[config.mk]
export PLATFORM = sky130hd
export DESIGN_NAME = msk_aes_job_sequencer_flat
export DESIGN_NICKNAME = d
export VERILOG_FILES = /design/src/rtl/msk_aes_job_sequencer_pkg.sv /design/src/rtl/msk_aes_job_sequencer_if.sv /design/src/rtl/msk_aes_job_sequencer_share.sv /design/src/rtl/msk_aes_job_sequencer.sv /design/src/flat_wrapper.sv
export SDC_FILE = /design/constraint.sdc
export NUM_CORES = 1
export LEC_CHECK = 0
export CAP_MARGIN = 40
export CORE_AREA = 4 4 410 412
export CTS_CLUSTER_DIAMETER = 150
export DETAILED_ROUTE_END_ITERATION = 10
export DIE_AREA = 0 0 414 416
export DONT_BUFFER_PORTS = 1
export PLACE_DENSITY = 0.47
export SLEW_MARGIN = 20
export SYNTH_ARGS = -nofsm -noshare
export SYNTH_HDL_FRONTEND = slang
export SYNTH_SLANG_ARGS = --single-unit
export TNS_END_PERCENT = 50
[constraint.sdc]
create_clock -name i_clk -period 22.2 [get_ports i_clk]
set_input_delay 4.44 -clock i_clk [delete_from_list [all_inputs] [get_ports i_clk]]
set_output_delay 4.44 -clock i_clk [all_outputs]
set_load 0.02 [all_outputs]
[src/rtl/msk_aes_job_sequencer_pkg.sv]
// Shared types and constants for the masked AES job sequencer.
// FSM encoding, share bus width and FIFO pointer sizing.
package msk_aes_job_sequencer_pkg;

  localparam int NSHARES = 2;
  localparam int BLK_W   = 128;

  localparam logic [2:0] S_IDLE  = 3'd0;
  localparam logic [2:0] S_KS    = 3'd1;
  localparam logic [2:0] S_KSW   = 3'd2;
  localparam logic [2:0] S_ISSUE = 3'd3;
  localparam logic [2:0] S_DRAIN = 3'd4;

  typedef struct packed {
    logic inverse;
    logic m256;
    logic m192;
  } job_mode_t;

  // Key-size code; 256 takes priority over 192.
  function automatic logic [1:0] mode_code(
    input job_mode_t m
  );
    if (m.m256)      return 2'b10;
    else if (m.m192) return 2'b01;
    else             return 2'b00;
  endfunction

  function automatic int ptr_w(input int depth);
    return (depth > 1) ? $clog2(depth) : 1;
  endfunction

  function automatic int bus_w(input int d);
    return BLK_W * d;
  endfunction

endpackage

[src/rtl/msk_aes_job_sequencer_if.sv]
// Host-side job, plaintext and ciphertext handshakes.
// master = bus adapter side, slave = sequencer.
interface msk_aes_job_sequencer_if #(
  parameter int D    = 2,
  parameter int NB_W = 8
);
  import msk_aes_job_sequencer_pkg::*;

  logic              job_valid;
  logic              job_ready;
  logic [NB_W-1:0]   job_nblocks_m1;
  logic              job_inverse;
  logic              job_mode_256;
  logic              job_mode_192;
  logic              job_new_key;
  logic              job_abort;
  logic              job_done;

  logic              blk_valid;
  logic              blk_ready;
  logic [BLK_W*D-1:0] sh_blk;

  logic              out_valid;
  logic              out_ready;
  logic [BLK_W*D-1:0] sh_out;
  logic              out_last;

  modport master (
    output job_valid, job_nblocks_m1,
    output job_inverse, job_mode_256,
    output job_mode_192, job_new_key,
    output job_abort,
    output blk_valid, sh_blk, out_ready,
    input  job_ready, job_done,
    input  blk_ready,
    input  out_valid, sh_out, out_last
  );

  modport slave (
    input  job_valid, job_nblocks_m1,
    input  job_inverse, job_mode_256,
    input  job_mode_192, job_new_key,
    input  job_abort,
    input  blk_valid, sh_blk, out_ready,
    output job_ready, job_done,
    output blk_ready,
    output out_valid, sh_out, out_last
  );

endinterface

[src/rtl/msk_aes_job_sequencer_share.sv]
// Share FIFO: first-word-fall-through, last tag per entry.
// Read port drives the all-zero sharing while empty.
module msk_share_fifo
  import msk_aes_job_sequencer_pkg::*;
#(
  parameter int D     = 2,
  parameter int WIDTH = 128,
  parameter int DEPTH = 4
) (
  input  logic               i_clk,
  input  logic               i_rst,
  input  logic               i_flush,
  input  logic               i_push,
  input  logic [WIDTH*D-1:0] i_data,
  input  logic               i_tag,
  input  logic               i_pop,
  output logic               o_full,
  output logic               o_empty,
  output logic [WIDTH*D-1:0] o_data,
  output logic               o_tag
);

  localparam int PW = ptr_w(DEPTH);
  localparam logic [PW:0] C_FULL = (PW+1)'(DEPTH);

  logic [WIDTH*D-1:0] r_mem [DEPTH];
  logic [DEPTH-1:0]   r_tag;
  logic [PW-1:0]      r_wr;
  logic [PW-1:0]      r_rd;
  logic [PW:0]        r_cnt;
  logic               w_wr;
  logic               w_rd;

  assign o_full  = (r_cnt == C_FULL);
  assign o_empty = (r_cnt == '0);
  assign w_rd    = i_pop & ~o_empty;
  assign w_wr    = i_push & (~o_full | w_rd);

  // Select is pure control: shares pass through untouched.
  assign o_data = o_empty ? '0 : r_mem[r_rd];
  assign o_tag  = ~o_empty & r_tag[r_rd];

  // Share storage, written only on an accepted push.
  always_ff @(posedge i_clk) begin
    if (w_wr) begin
      r_mem[r_wr] <= i_data;
      r_tag[r_wr] <= i_tag;
    end
  end

  // Pointers wrap naturally; DEPTH is a power of two.
  always_ff @(posedge i_clk) begin
    if (i_rst | i_flush) begin
      r_wr  <= '0;
      r_rd  <= '0;
      r_cnt <= '0;
    end else begin
      if (w_wr) r_wr <= r_wr + 1'b1;
      if (w_rd) r_rd <= r_rd + 1'b1;
      unique case ({w_wr, w_rd})
        2'b10:   r_cnt <= r_cnt + 1'b1;
        2'b01:   r_cnt <= r_cnt - 1'b1;
        default: r_cnt <= r_cnt;
      endcase
    end
  end

endmodule

[src/rtl/msk_aes_job_sequencer.sv]
// Multi-block job front-end for the masked AES core.
// Issues blocks, inserts key-schedule passes, buffers results.
module msk_aes_job_sequencer
  import msk_aes_job_sequencer_pkg::*;
#(
  parameter int d     = 2,
  parameter int NB_W  = 8,
  parameter int DEPTH = 4
) (
  input  logic                 i_clk,
  input  logic                 i_rst,
  msk_aes_job_sequencer_if.slave bus,
  input  logic                 i_rnd_ok,
  output logic                 o_core_rst,
  output logic                 o_core_valid_in,
  input  logic                 i_core_in_ready,
  input  logic                 i_core_cipher_valid,
  output logic                 o_core_out_ready,
  input  logic                 i_core_busy,
  output logic                 o_core_inverse,
  output logic                 o_core_key_schedule_only,
  output logic                 o_core_mode_256,
  output logic                 o_core_mode_192,
  output logic [BLK_W*d-1:0]   o_core_sh_plaintext,
  input  logic [BLK_W*d-1:0]   i_core_sh_ciphertext
);

  logic [2:0]      r_state;
  logic [NB_W-1:0] r_nb_m1;
  logic [NB_W-1:0] r_issue_cnt;
  logic [NB_W-1:0] r_push_cnt;
  job_mode_t       r_mode;
  logic            r_ks_done;
  logic [1:0]      r_ks_mode;
  logic            r_abort_done;

  job_mode_t w_new_mode;
  logic      w_idle;
  logic      w_abort;
  logic      w_flush;
  logic      w_accept;
  logic      w_need_ks;
  logic      w_go;
  logic      w_ks_fire;
  logic      w_issue;
  logic      w_active;
  logic      w_full;
  logic      w_empty;
  logic      w_push;
  logic      w_pop;
  logic      w_last_tag;
  logic      w_finish;

  assign w_new_mode = {bus.job_inverse,
                       bus.job_mode_256,
                       bus.job_mode_192};

  assign w_idle   = (r_state == S_IDLE);
  assign w_abort  = bus.job_abort;
  assign w_flush  = w_abort & ~w_idle;
  assign w_accept = bus.job_valid & w_idle & ~w_abort;

  assign w_need_ks = bus.job_inverse
                   & (bus.job_new_key | ~r_ks_done
                      | (mode_code(w_new_mode) != r_ks_mode));

  assign w_go      = i_core_in_ready & i_rnd_ok & ~w_abort;
  assign w_ks_fire = (r_state == S_KS) & w_go;
  assign w_issue   = (r_state == S_ISSUE) & bus.blk_valid & w_go;
  assign w_active  = (r_state == S_ISSUE) | (r_state == S_DRAIN);

  assign w_push     = w_active & i_core_cipher_valid
                    & ~w_full & ~w_abort;
  assign w_pop      = bus.out_valid & bus.out_ready;
  assign w_last_tag = (r_push_cnt == r_nb_m1);
  assign w_finish   = (r_state == S_DRAIN) & w_push & w_last_tag;

  assign bus.job_ready = w_idle;
  assign bus.blk_ready = w_issue;
  assign bus.job_done  = r_abort_done | w_finish;
  assign bus.out_valid = ~w_empty;

  assign o_core_rst               = i_rst | w_abort;
  assign o_core_valid_in          = w_ks_fire | w_issue;
  assign o_core_key_schedule_only = (r_state == S_KS);
  assign o_core_out_ready         = ~w_full;
  assign o_core_inverse           = r_mode.inverse;
  assign o_core_mode_256          = r_mode.m256;
  assign o_core_mode_192          = r_mode.m192;
  assign o_core_sh_plaintext      = bus.sh_blk;

  msk_share_fifo #(
    .D     (d),
    .WIDTH (BLK_W),
    .DEPTH (DEPTH)
  ) u_fifo (
    .i_clk   (i_clk),
    .i_rst   (i_rst),
    .i_flush (w_flush),
    .i_push  (w_push),
    .i_data  (i_core_sh_ciphertext),
    .i_tag   (w_last_tag),
    .i_pop   (w_pop),
    .o_full  (w_full),
    .o_empty (w_empty),
    .o_data  (bus.sh_out),
    .o_tag   (bus.out_last)
  );

  // Job FSM, block counters and key-schedule cache.
  always_ff @(posedge i_clk) begin
    if (i_rst) begin
      r_state      <= S_IDLE;
      r_nb_m1      <= '0;
      r_issue_cnt  <= '0;
      r_push_cnt   <= '0;
      r_mode       <= '0;
      r_ks_done    <= 1'b0;
      r_ks_mode    <= 2'b00;
      r_abort_done <= 1'b0;
    end else begin
      r_abort_done <= w_flush;
      if (w_flush) begin
        r_state   <= S_IDLE;
        r_ks_done <= 1'b0;
      end else if (!w_abort) begin
        if (w_push) r_push_cnt <= r_push_cnt + 1'b1;
        unique case (1'b1)
          (r_state == S_IDLE): begin
            if (w_accept) begin
              r_mode      <= w_new_mode;
              r_nb_m1     <= bus.job_nblocks_m1;
              r_issue_cnt <= bus.job_nblocks_m1;
              r_push_cnt  <= '0;
              r_state     <= w_need_ks ? S_KS : S_ISSUE;
              if (!bus.job_inverse && bus.job_new_key)
                r_ks_done <= 1'b0;
            end
          end
          (r_state == S_KS): begin
            if (w_ks_fire) r_state <= S_KSW;
          end
          (r_state == S_KSW): begin
            if (!i_core_busy) begin
              r_state   <= S_ISSUE;
              r_ks_done <= 1'b1;
              r_ks_mode <= mode_code(r_mode);
            end
          end
          (r_state == S_ISSUE): begin
            if (w_issue) begin
              if (r_issue_cnt == '0) r_state <= S_DRAIN;
              else r_issue_cnt <= r_issue_cnt - 1'b1;
            end
          end
          (r_state == S_DRAIN): begin
            if (w_finish) r_state <= S_IDLE;
          end
          default: r_state <= S_IDLE;
        endcase
      end
    end
  end

endmodule
[src/flat_wrapper.sv]
// flat-port wrapper written by rule: the top's interface ports become plain ports
module msk_aes_job_sequencer_flat import msk_aes_job_sequencer_pkg::*;
#(
  parameter int d     = 2,
  parameter int NB_W  = 8,
  parameter int DEPTH = 4
)
  (i_clk, i_rst, i_rnd_ok, o_core_rst, o_core_valid_in, i_core_in_ready, i_core_cipher_valid, o_core_out_ready, i_core_busy, o_core_inverse, o_core_key_schedule_only, o_core_mode_256, o_core_mode_192, o_core_sh_plaintext, i_core_sh_ciphertext, bus_job_valid, bus_job_nblocks_m1, bus_job_inverse, bus_job_mode_256, bus_job_mode_192, bus_job_new_key, bus_job_abort, bus_blk_valid, bus_sh_blk, bus_out_ready, bus_job_ready, bus_job_done, bus_blk_ready, bus_out_valid, bus_sh_out, bus_out_last);
  msk_aes_job_sequencer_if #(.NB_W(NB_W)) bus_i ();
  input  logic i_clk;
  input  logic i_rst;
  input  logic i_rnd_ok;
  output logic o_core_rst;
  output logic o_core_valid_in;
  input  logic i_core_in_ready;
  input  logic i_core_cipher_valid;
  output logic o_core_out_ready;
  input  logic i_core_busy;
  output logic o_core_inverse;
  output logic o_core_key_schedule_only;
  output logic o_core_mode_256;
  output logic o_core_mode_192;
  output logic [BLK_W*d-1:0] o_core_sh_plaintext;
  input  logic [BLK_W*d-1:0] i_core_sh_ciphertext;
  input wire logic [$bits(bus_i.job_valid)-1:0] bus_job_valid;
  input wire logic [$bits(bus_i.job_nblocks_m1)-1:0] bus_job_nblocks_m1;
  input wire logic [$bits(bus_i.job_inverse)-1:0] bus_job_inverse;
  input wire logic [$bits(bus_i.job_mode_256)-1:0] bus_job_mode_256;
  input wire logic [$bits(bus_i.job_mode_192)-1:0] bus_job_mode_192;
  input wire logic [$bits(bus_i.job_new_key)-1:0] bus_job_new_key;
  input wire logic [$bits(bus_i.job_abort)-1:0] bus_job_abort;
  input wire logic [$bits(bus_i.blk_valid)-1:0] bus_blk_valid;
  input wire logic [$bits(bus_i.sh_blk)-1:0] bus_sh_blk;
  input wire logic [$bits(bus_i.out_ready)-1:0] bus_out_ready;
  output wire logic [$bits(bus_i.job_ready)-1:0] bus_job_ready;
  output wire logic [$bits(bus_i.job_done)-1:0] bus_job_done;
  output wire logic [$bits(bus_i.blk_ready)-1:0] bus_blk_ready;
  output wire logic [$bits(bus_i.out_valid)-1:0] bus_out_valid;
  output wire logic [$bits(bus_i.sh_out)-1:0] bus_sh_out;
  output wire logic [$bits(bus_i.out_last)-1:0] bus_out_last;
  assign bus_i.job_valid = bus_job_valid;
  assign bus_i.job_nblocks_m1 = bus_job_nblocks_m1;
  assign bus_i.job_inverse = bus_job_inverse;
  assign bus_i.job_mode_256 = bus_job_mode_256;
  assign bus_i.job_mode_192 = bus_job_mode_192;
  assign bus_i.job_new_key = bus_job_new_key;
  assign bus_i.job_abort = bus_job_abort;
  assign bus_i.blk_valid = bus_blk_valid;
  assign bus_i.sh_blk = bus_sh_blk;
  assign bus_i.out_ready = bus_out_ready;
  assign bus_job_ready = bus_i.job_ready;
  assign bus_job_done = bus_i.job_done;
  assign bus_blk_ready = bus_i.blk_ready;
  assign bus_out_valid = bus_i.out_valid;
  assign bus_sh_out = bus_i.sh_out;
  assign bus_out_last = bus_i.out_last;
  msk_aes_job_sequencer #(.d(d), .NB_W(NB_W), .DEPTH(DEPTH)) u_core (.i_clk(i_clk), .i_rst(i_rst), .bus(bus_i), .i_rnd_ok(i_rnd_ok), .o_core_rst(o_core_rst), .o_core_valid_in(o_core_valid_in), .i_core_in_ready(i_core_in_ready), .i_core_cipher_valid(i_core_cipher_valid), .o_core_out_ready(o_core_out_ready), .i_core_busy(i_core_busy), .o_core_inverse(o_core_inverse), .o_core_key_schedule_only(o_core_key_schedule_only), .o_core_mode_256(o_core_mode_256), .o_core_mode_192(o_core_mode_192), .o_core_sh_plaintext(o_core_sh_plaintext), .i_core_sh_ciphertext(i_core_sh_ciphertext));
endmodule
* Word-level counts from Yosys, hierarchy flattened
Memories as Yosys holds them, arrays and structs flattened. A register that Yosys moved wholly into a read port is not among the register bits.
Index checks and enable logic that the tools add are counted.
** Cells by class
- Multiplexer cells :: 34
- Bitwise logic cells :: 33
- Equal/unequal tests :: 17
- Add/sub/neg operators :: 6
- Reduce and logical (&&, ||, !) cells :: 16
- Order comparisons :: 3
** Operator list (number)
- 256-bit two-way mux :: 1
- 8-bit two-way mux :: 6
- 1-bit bitwise AND :: 18
- 3-bit two-way mux :: 6
- 8-bit case mux with 2 select lines :: 1
- 3-bit case mux with 5 select lines :: 1
- 2-bit two-way mux :: 5
- 2-bit inequality test (second input constant) :: 5
- 1-bit two-way mux :: 9
- 8-bit by 1-bit adder with 8-bit output (second input constant) :: 1
- 8-bit == test :: 1
- 8-bit logical NOT :: 1
- 1-bit OR :: 8
- 4-bit AND reduction :: 2
- 8-bit by 1-bit subtractor with 8-bit output (second input constant) :: 1
- 1-bit NOT :: 7
- 7-bit AND reduction :: 1
- 3-bit by 2-bit == test with 1-bit output (second input constant) :: 2
- 3-bit == test (second input constant) :: 2
- 3-bit logical NOT :: 2
- 2-bit by 3-bit less-than comparator with 1-bit output (second input constant) :: 2
- 2-bit by 1-bit inequality test with 1-bit output (second input constant) :: 3
- 3-bit case mux with 2 select lines :: 1
- 6-bit AND reduction :: 1
- 18 further kinds :: 22
** Storage, ports and cells
- Register bits after elaboration :: 45
- Memories :: 1
- Bits in writable memories :: 1024
- Output and inout bits :: 524
** Memory list
- u_core.u_fifo.r_mem :: words 4, width 256, read ports 1, clocked after memory_dff 1, wr ports 1, RTL line msk_aes_job_sequencer_share.sv:26 : logic [WIDTH*D-1:0] r_mem [DEPTH];

* Logic depth before layout (Yosys ltp)
- Depth after elaboration :: 9
- Mapped depth :: 11
- Mapped depth without buffers :: 9

* Modules after synthesis
From an unflattened synthesis, not the netlist that was laid out.
** Unflattened totals
- Cell total of the unflattened synthesis :: 2163
- Area total of the unflattened synthesis :: 43145.1 µm²
** By module, submodules not included
- msk_share_fifo :: times used 1, cells an instance 1683, area each 39330.2 µm²
- msk_aes_job_sequencer :: times used 1, cells an instance 480, area each 3814.9 µm²

* Worst setup path after synthesis
No wires, ideal clock.
- Path type :: input to register
- From :: input port bus_job_abort
- To :: memory u_core.u_fifo.r_mem[0][0] (netlist bit) (enable)
- Stages on the path :: 5
- Arrival :: 11.243 ns
- Setup slack :: 10.305 ns
- Path through :: clkbuf_1 > nand2b_1 > a221oi_2 > buf_2 > and2_1
** Between the ends
- Longest elaborated chain between the ends :: 5
** RTL lines
- from (decl) :: RTL line flat_wrapper.sv:31 : input wire logic [$bits(bus_i.job_abort)-1:0] bus_job_abort;
- 1-bit NOT (no line)
- 1-bit bitwise AND :: RTL line msk_aes_job_sequencer.sv:73 : & ~w_full & ~w_abort;
- 1-bit bitwise AND :: RTL line msk_aes_job_sequencer_share.sv:37 : assign w_wr = i_push & (~o_full | w_rd);
- 1-bit two-way mux :: RTL line msk_aes_job_sequencer_share.sv:45 : if (w_wr) begin
- 1-bit two-way mux (not written as such) :: RTL line msk_aes_job_sequencer_share.sv:46 : r_mem[r_wr] <= i_data;
- to (decl) :: RTL line msk_aes_job_sequencer_share.sv:26
Every way passes these cells.

* Final worst setup path
- From :: input port bus_job_abort
- To :: output port o_core_valid_in
** Between the ends
- Longest elaborated chain between the ends :: 4
** RTL lines
- 1-bit NOT (no line)
- 1-bit bitwise AND :: RTL line msk_aes_job_sequencer.sv:67 : assign w_go = i_core_in_ready & i_rnd_ok & ~w_abort;
- 1-bit bitwise AND :: RTL line msk_aes_job_sequencer.sv:69 : assign w_issue = (r_state == S_ISSUE) & bus.blk_valid & w_go;
- via bus_blk_ready :: RTL line flat_wrapper.sv:37 : output wire logic [$bits(bus_i.blk_ready)-1:0] bus_blk_ready;
- 1-bit OR :: RTL line msk_aes_job_sequencer.sv:84 : assign o_core_valid_in = w_ks_fire | w_issue;
- to (decl) :: RTL line flat_wrapper.sv:14 : output logic o_core_valid_in;
The timed path passes the listed nets, and every way through them passes these cells.

==> results.json <==
{
  "worst_skew_pair.late_latency_ns": 0.74,
  "antenna_found_initial": 2,
  "drtIter0Drc": 1184,
  "cts_post_setup_buffers_inserted": 0,
  "area_of_the_mapped_netlist_um2": 42840,
  "synthTopCellsByCount": "edfxtp_1 (1028), and2_1 (263), mux4_2 (257), buf_4 (256), clkbuf_1 (60)",
  "post-route-worst-setup-slack_ns": 12.28,
  "placeable_core_region_um2": 164400,
  "post-place-ws_ns": 12.30,
  "globalplace.congestion": 0.9004,
  "cap_viol_max_count": 0,
  "fin_setup_tns_ns": 0,
  "fin_crit_ns": 9.916,
  "layout_worst_path_cycle_share_pct": 44.67,
  "worst_setup_path_end_kind": "primary output",
  "grt_util_all_layers_pct": 15.59,
  "yosys_warnings": 0,
  "use_met2_pct": 28.04,
  "asyncSetResetFlopFracSynth_pct": 0,
  "p_per_area_nw_per_um2": 86.26,
  "path_cells": "nand4b_1 -> nor2_1 -> a41o_1",
  "busiest_layer": "met2",
  "filler_cells_inserted": 16090,
  "globalRouteOverflowTotal": 0,
  "htree_levels": 3,
  "synth.top_cell.area_share_pct": 72.06,
  "clock_sink_count": 1071,
  "detail-route-antenna-nets": 0,
  "synth_top_flop_cell": "edfxtp_1",
  "postSynthAreaPerCell_um2": 19.87,
  "cts_root_buf": "clkbuf_16",
  "synthCells": 2156,
  "post_drt_via_cell_ratio": 4.464,
  "met3_usage_pct": 12.99,
  "resize_count_post_cts": 0,
  "synth.most_common_cell": "edfxtp_1",
  "synth_enable_flop_cells": 1028,
  "timing_worst_slew_pin_value_ns": 1.010,
  "crit_required_ns": 17.76,
  "hold_viol_final": 0,
  "vias": 18970,
  "synth_seq_area_share_pct": 74.07,
  "fmaxAchievable_mhz": 100.8,
  "vdd_drop_max_mv": 0.07254,
  "synth.top_cells.by_area": "edfxtp_1 (72%), mux4_2 (14%), buf_4 (4.5%)",
  "drcViolationCount": 0,
  "io_pins": 1058,
  "antenna-diode-count": 0,
  "synthToLayoutAreaGrowth_pct": 11.13,
  "dieArea_um2": 172200,
  "synth_top_cell_by_area": "edfxtp_1",
  "nets": 2509,
  "skew_ns": 0.05623,
  "cts_tree": "built",
  "hold_fix_buffer_count_after_cts": 0,
  "crit_buf_inv": 0,
  "via_count_of_the_first_global_routing_pass": 20300,
  "totalWireLength_mm": 138.4,
  "synth_seq_cells": 1071,
  "buffer_ports.inserted": 0,
  "grt_setup_unrepaired": "no",
  "timing.critical_path.slowest_cell_delay_ns": 0.49,
  "slew_headroom_pct": 32.65,
  "netlist-cell-type-count": 53,
  "grt_first_pass_wirelength_mm": 185.3,
  "worstHoldPathType": "reg -> reg",
  "grt_max_degree": 127,
  "placed_wire_length_estimate_after_detailed_placement_mm": 104.1,
  "result_of_the_run": "finished clean",
  "dieHeight_um": 416,
  "initial_utilization_pct": 26.05,
  "detail_route.first_pass.iterations": 5,
  "postSynthNetCount": 2699,
  "worstPathMaxFanout": 10,
  "setup_viol": 0,
  "final_max_tran_viols": 0,
  "grt_use_met1_pct": 11.90,
  "cts_inserted_buffers": 113,
  "overall_die_width_um": 414,
  "worst_setup_path_start_kind": "input pin",
  "path_clk_slew_ns": 0.06,
  "post_drt_wl_per_cell_um": 32.58,
  "timing_worst_setup_path_type": "in -> out",
  "max_root_sink_buffers": 3,
  "cellLeakagePower_nw": 14.31,
  "worst-endpoint-arrival_ns": 5.48,
  "placement_rows": 149,
  "critical_path.slowest_cell": "nor2_1",
  "post_route_cells_drive_above_1_share_pct": 22.96,
  "critical-path-top-delay-family": "simple AND/OR/NAND/NOR gates"
}
stage by stage:
stage | total power, mW | instance area, um^2 | instances | hold slack, ns | util [%]
5_1_grt | 4.253 | 47610 | 4249 | 0.5149 | 28.95
3_3_place_gp | 2.328 | 43530 | 4021 | 0.4547 | 26.47
6_report | 4.107 | 47610 | 4249 | 0.4622 | 28.95
2_1_floorplan | 2.384 | 42840 | 2156 | 0.4364 | -
4_1_cts | 4.168 | 47500 | 4245 | 0.4631 | 28.89
3_5_place_dp | 2.332 | 43920 | 4036 | 0.4537 | 26.71
flip-flops by register name (all words and copies together) (netlist names), named ones only:
name	cells
u_core.r_abort_done	1
u_core.o_core_mode_256	1
u_core.u_fifo.r_wr	2
u_core.r_nb_m1	8
u_core.r_issue_cnt	8
u_core.u_fifo.r_mem	1024
u_core.r_ks_done	1
u_core.r_ks_mode	2
u_core.r_push_cnt	8
u_core.u_fifo.r_cnt	3
u_core.o_core_mode_192	1
u_core.u_fifo.r_rd	2
u_core.u_fifo.r_tag	4
u_core.r_state	3
u_core.o_core_inverse	1
final cells by class:
cell class	instances	area (um^2)	share of cell area (%)
Tap cell	2189	2739	5.753
Timing Repair Buffer	49	750.7	1.577
Inverter	12	45.04	0.09461
Clock inverter	66	620.6	1.304
Clock buffer	143	2962	6.221
Sequential cell	1071	31740	66.66
Multi-Input combinational cell	719	8753	18.39
path summary, 6_finish.rpt:
| path | cells past startpoint | endpoint | slack (ns) | from |
|---|---|---|---|---|
| max | 3 | o_core_valid_in | 12.28 | bus_job_abort |
| min | 2 | u_core.r_ks_done$_SDFFE_PP0P_ | 0.46 | u_core.r_ks_done$_SDFFE_PP0P_ |
| max reg2reg | 8 | u_core.u_fifo.r_mem[0][131]$_DFFE_PP_ | 17.23 | u_core.r_state[1]$_SDFFE_PP0P_ |
| min reg2reg | 2 | u_core.r_ks_done$_SDFFE_PP0P_ | 0.46 | u_core.r_ks_done$_SDFFE_PP0P_ |
layer usage:
layer	share of wire [%]	up-vias
met5	0.14	-
met4	3.5	2
met3	18	191
met2	53	1138
met1	26	9825
li1	-	7811
cells by family (layout without fill, tap and decap cells):
kind of cell / after synthesis / in the layout / share of synthesized area, %
AOI/OAI and AO/OA: 52 / 52 / 0.8295
xor gates and xnor gates: 20 / 20 / 0.4089
adders and majority gates: 9 / 9 / 0.2804
buffers and inverters: 366 / 270 / 5.537
DFF: 1071 / 1071 / 74.07
muxes: 270 / 270 / 13.81
and+or+nand+nor: 368 / 368 / 5.064
tightest hold or removal path: cells and delay by family, from the launching register on:
family          cells  cell delay, ns
flops               1            0.31
compound gates      1            0.06
simple gates        1            0.05
cell usage in the layout, fill, tap and decap left out, types with 18 or more instances in the layout:
cell / n
clkinv_2: 20
dfxtp_1: 41
nor2_1: 42
a21oi_1: 19
buf_4: 28
clkbuf_1: 29
mux4_2: 257
nand2_1: 18
clkinv_1: 28
and2_1: 259
edfxtp_1: 1028
clkbuf_16: 114
buf_16: 18
where the power goes:
group | internal (mW) | leakage (nW) | switching [mW] | total [mW]
logic | 0.0225 | 2.98 | 0.0408 | 0.0633
registers | 2.22 | 9.59 | 0.00570 | 2.23
clock network | 1.04 | 1.74 | 0.780 | 1.82
(Power assumes the default switching activity.)
